[src/rtl/pipeline_ctrl.sv]
// Pipeline hazard/stall controller: freeze and flush steering for IF/ID, ID/EX and the
// back-end registers, a memory-wait FSM with timeout, and saturating perf counters.
module pipeline_ctrl #(
  parameter int unsigned TIMEOUT = 255,
  parameter int unsigned CNT_W   = 16
) (
  input  logic             clk,
  input  logic             rst,
  input  logic             hazard,
  input  logic             branch_taken,
  input  logic             mem_req,
  input  logic             mem_ready,
  input  logic             clr_cnt,
  output logic             freeze_if,
  output logic             flush_if,
  output logic             freeze_id,
  output logic             flush_id,
  output logic             freeze_back,
  output logic             mem_err,
  output logic [CNT_W-1:0] stall_cnt,
  output logic [CNT_W-1:0] flush_cnt
);

  localparam int unsigned WAIT_W = 8;
  localparam logic [WAIT_W-1:0] WAIT_LAST = WAIT_W'(TIMEOUT - 1);

  typedef enum logic [1:0] {
    S_RUN  = 2'd0,
    S_WAIT = 2'd1,
    S_ERR  = 2'd2
  } state_t;

  state_t              r_state;
  state_t              w_state_nxt;
  logic [WAIT_W-1:0]   r_wait_cnt;
  logic [WAIT_W-1:0]   w_wait_cnt_nxt;
  logic                r_mem_err;
  logic                w_mem_stall;
  logic                w_hz_eff;
  logic [CNT_W-1:0]    r_stall_cnt;
  logic [CNT_W-1:0]    r_flush_cnt;

  // State and wait-counter registers
  always_ff @(posedge clk or posedge rst) begin
    if (rst) begin
      r_state    <= S_RUN;
      r_wait_cnt <= '0;
      r_mem_err  <= 1'b0;
    end else begin
      r_state    <= w_state_nxt;
      r_wait_cnt <= w_wait_cnt_nxt;
      if (w_state_nxt == S_ERR) begin
        r_mem_err <= 1'b1;
      end
    end
  end

  // Next-state logic and memory stall decode
  always_comb begin
    w_state_nxt    = r_state;
    w_wait_cnt_nxt = r_wait_cnt;
    w_mem_stall    = 1'b0;
    case (r_state)
      S_RUN: begin
        if (mem_req && !mem_ready) begin
          w_mem_stall    = 1'b1;
          w_state_nxt    = S_WAIT;
          w_wait_cnt_nxt = WAIT_W'(1);
        end
      end
      S_WAIT: begin
        if (mem_ready) begin
          w_state_nxt    = S_RUN;
          w_wait_cnt_nxt = '0;
        end else begin
          w_mem_stall = 1'b1;
          if (r_wait_cnt == WAIT_LAST) begin
            w_state_nxt = S_ERR;
          end else begin
            w_wait_cnt_nxt = r_wait_cnt + WAIT_W'(1);
          end
        end
      end
      S_ERR: begin
        w_mem_stall = 1'b1;
      end
      default: begin
        w_state_nxt    = S_RUN;
        w_wait_cnt_nxt = '0;
      end
    endcase
  end

  // Priority: memory stall over branch over hazard; a stalled EX keeps its branch pending
  always_comb begin
    w_hz_eff    = hazard && !branch_taken && !w_mem_stall;
    freeze_if   = w_mem_stall || w_hz_eff;
    flush_if    = branch_taken && !w_mem_stall;
    freeze_id   = w_mem_stall;
    flush_id    = (branch_taken || hazard) && !w_mem_stall;
    freeze_back = w_mem_stall;
  end

  // Saturating performance counters; clear wins over increment
  always_ff @(posedge clk or posedge rst) begin
    if (rst) begin
      r_stall_cnt <= '0;
      r_flush_cnt <= '0;
    end else if (clr_cnt) begin
      r_stall_cnt <= '0;
      r_flush_cnt <= '0;
    end else begin
      if (freeze_if && (r_stall_cnt != {CNT_W{1'b1}})) begin
        r_stall_cnt <= r_stall_cnt + CNT_W'(1);
      end
      if (flush_if && (r_flush_cnt != {CNT_W{1'b1}})) begin
        r_flush_cnt <= r_flush_cnt + CNT_W'(1);
      end
    end
  end

  assign mem_err   = r_mem_err;
  assign stall_cnt = r_stall_cnt;
  assign flush_cnt = r_flush_cnt;

endmodule

[config.mk]
export PLATFORM = sky130hd
export DESIGN_NAME = pipeline_ctrl
export DESIGN_NICKNAME = d
export VERILOG_FILES = /design/src/rtl/pipeline_ctrl.sv
export SDC_FILE = /design/constraint.sdc
export NUM_CORES = 1
export LEC_CHECK = 0
export ABC_AREA = 1
export BUFFER_PORTS_ARGS = -buffer_cell sky130_fd_sc_hd__buf_2
export CAP_MARGIN = 40
export CORE_ASPECT_RATIO = 0.9
export CORE_MARGIN = 1
export CORE_UTILIZATION = 61
export CTS_CLUSTER_SIZE = 16
export DETAILED_ROUTE_END_ITERATION = 10
export PLACE_DENSITY = 0.95
export SYNTH_ARGS = -nofsm -noshare
export SYNTH_HDL_FRONTEND = slang
export SYNTH_SLANG_ARGS = --single-unit
[constraint.sdc]
create_clock -name clk -period 2.3 [get_ports clk]
set_input_delay 0.115 -clock clk [delete_from_list [all_inputs] [get_ports clk]]
set_output_delay 0.115 -clock clk [all_outputs]
set_load 0.005 [all_outputs]
==> summary.md <==
| Metric | Value |
|---|---|
| Req. time, crit path | 2.49 ns |
| Hpwl dp | 4596 um |
| Skew final | 0.009165 ns |
| Max Freq | 0.5339 GHz |
| Post-synth top cells | nand2_1, dfrtp_1, nor2_1 |
| Multiplexer share of the synthesized area | 0% |
| Setup TNS | 0 ns |
| Num Clock Sinks | 43 |
| Top_reg_cell synth | dfrtp_1 |
| Crit path time final | 1.873 ns |
| Global-route layer with the greatest usage | met2 |
| Static Leak | 1.631 nW |
| Avg Vias per Cell | 5.624 |
| Crit-path cells | ha_1, nand3_2, inv_2, nand2_2, nor2_4, nor2_4, nor2_8, nand2_1, nand2_1 |
| WS Path Type | flop to flop |
| Die Y | 65.82 um |
| Pwr dens | 464.4 nW/um^2 |
| DR pass1 iterations | 6 |
| Max Slew Vio Count | 0 |
| Final hold vios | 0 |
| Syn nets | 392 |
| Crit path buf inv count | 1 |
| DIE AREA | 4798 sq um |
| Largest net degree at the start of global routing | 33 |
| Critical path depth | 9 |
| Global route overflow | 0 |
| Met2 Resource Use GR | 52.57% |
| Number of setup violations in the final report | 0 |
| Xor and xnor area share after synthesis | 4.125% |
| Worst R2R Path Depth | 9 |
| Critical Path End Type | flop |
| Input/output buffers | 44 |
| Final ANT Viol Nets | 0 |
| Worst-Margin Slew | 0.7622 ns |
| Slew margin rel. | 48.87% |
| Status | completed |
| Worst-skew pair later-pin latency | 0.30 ns |
| Final cycle utilization of the critical path | 81.44% |
| Final Worst Setup Slack | 0.4268 ns |
| Ant diodes | 0 |
| Hold crit path type | primary input to flop |
| Synth warnings | 0 |
| Reg2reg setup slack | 0.43 ns |
| I/O pin cnt | 45 |
| Clock buffer count from CTS | 5 |
| EDFF count, synth | 0 |
| Max Fanout on Critical Path | 17 |
| Non-Filler Instances | 489 |
| GP Congestion | 0.9581 |
| Syn Std Cell Area | 2760 sq um |
| Cells after Synth | 381 |
| Adder-Cell Fraction of Synth Area | 1.813% |
| Design Area, Final | 3162 sq um |
| RSZ-0062 raised after global routing | no |
| Worst VDD drop | 0.3188 mV |
| Ys async rst share | 100.0% |
| Fin util | 75.07% |
| Simple-gate share of the synthesized area | 42.61% |
| Layout Nets | 439 |
| DR iter-0 viols | 266 |
| Layout cells sized above 1 | 17.72% |
| Most frequent cell after synthesis | nand2_1 |
| Syn avg cell area | 7.244 sq um |
| Worst endpoint data arrival time | 2.07 ns |
| Largest cells by area after synthesis | dfrtp_1, nand2_1, nand4_1, nor2_1, nand3_1 |
| Distinct cell type count after synthesis | 29 |
| GR Util met3 | 6.860% |
| Worst hold stages | 2 |
| Sequential area share after synthesis | 38.98% |
| Placed cells | 480 |
| Routed len/inst | 13.33 um |
| Yosys reg bits | 43 |
| Max incr delay on CP | 0.45 ns |
| Max-capacitance violation count | 0 |
| Synth area leader | dfrtp_1 |
| DRC violations left | 0 |
| Core area | 4212 sq um |
| GRT Util Overall | 30.52% |
| Longest Clk Path Bufs | 2 |
| Vias | 2750 |
| CP Launch Type | flop |
| Die span in x | 72.91 um |
| CTS tree | yes |
| Area after DPL | 3034 sq um |
| Synth Area in Compound Gates | 5.440% |
| Largest family of logic cells by synthesized area | simple AND/OR/NAND/NOR gates |
| M1 GR Usage | 38.91% |
| Area Growth Syn to Fin | 14.55% |
| First-pass GRT wire length | 11300 um |
| H-tree depth | 2 |
| Initial Utilization | 65.54% |
| Post-CTS Setup Bufs | 0 |
| Top cell type's share of synthesized area | 38.98% |
| Core Rows | 22 |
| Clk pin slew, worst setup/hold paths | 0.08 ns |
| Crit path max-delay cell type | dfrtp_1 |
| Clock Tree Root | clkbuf_8 |
| Setup WS pre-CTS | 0.4930 ns |
| Initial antenna violation count | 0 |
| Largest delay share family, worst path | simple AND/OR/NAND/NOR gates |
| Vias in the first global route | 2533 |
| WL final | 6517 um |
-- registers in the layout (all words and copies together) (netlist names) --
register    flops
flush_cnt      16
mem_err         1
r_state         2
r_wait_cnt      8
stall_cnt      16
-- report_power, final --
group	switching (mW)	internal (mW)
logic	0.0513	0.0260
registers	0.0110	0.763
clock network	0.266	0.351
total	0.328	1.14
-- cell usage in the layout, fill, tap and decap left out, types with 2 or more instances in the layout --
master and instances:
a21oi_1 4, buf_2 44, buf_4 3, clkbuf_8 6
dfrtp_1 43, ha_1 4, inv_1 32, inv_2 3
nand2_1 138, nand2_2 3, nand3_1 27, nand3_2 2
nand3b_1 4, nand4_1 27, nor2_1 41, nor2_2 3
nor2_4 3, nor2_8 3, o21ai_0 3, o21bai_1 9
o31ai_1 2, or2_2 2, xor2_1 13
-- final timing paths --
check | start | end
max | stall_cnt[0] | stall_cnt[15]
min reg2reg | mem_err | mem_err
max in group asynchronous | rst | stall_cnt[12]
max reg2reg | stall_cnt[0] | stall_cnt[15]
min in group asynchronous | rst | flush_cnt[0]
min | mem_req | r_state[0]
-- routing by layer --
layer  routed length [um]  vias to the layer above
met5                    0                        -
met4                   96                        0
met3                  484                       16
met2                 3138                      137
met1                 2798                     1265
li1                     -                     1332
-- stage by stage --
stage / power [mW] / hold slack [ns]
floorplan: 0.8314 / 0.2645
global placement: 0.8589 / 0.2994
detailed placement: 0.8639 / 0.1848
CTS: 1.470 / 0.1123
global route: 1.524 / 0.1082
finish: 1.468 / 0.1165
-- cells by family after synthesis --
logic type                 after synthesis
adders and majority gates                4
AOI/OAI and AO/OA                       22
and+or+nand+nor                        254
xor gates and xnor gates                13
buffers and inverters                   45
DFF                                     43
-- layout make-up --
cell class,count,area [sq um]
multi-input combinational,293,1490
sequential,43,1076
fill,323,1050
timing repair buffer,49,267.8
inverter,36,135.1
clock buffer,6,82.58
tap,60,75.07
clock inverter,2,35.03
-- repair_timing --
action	in CTS	in global routing
resized for setup	0	0
setup endpoints to repair	0	0
hold buffers	1	0
endpoints found under the hold margin	18	0
Note: power is estimated with default switching activity, not from simulation.
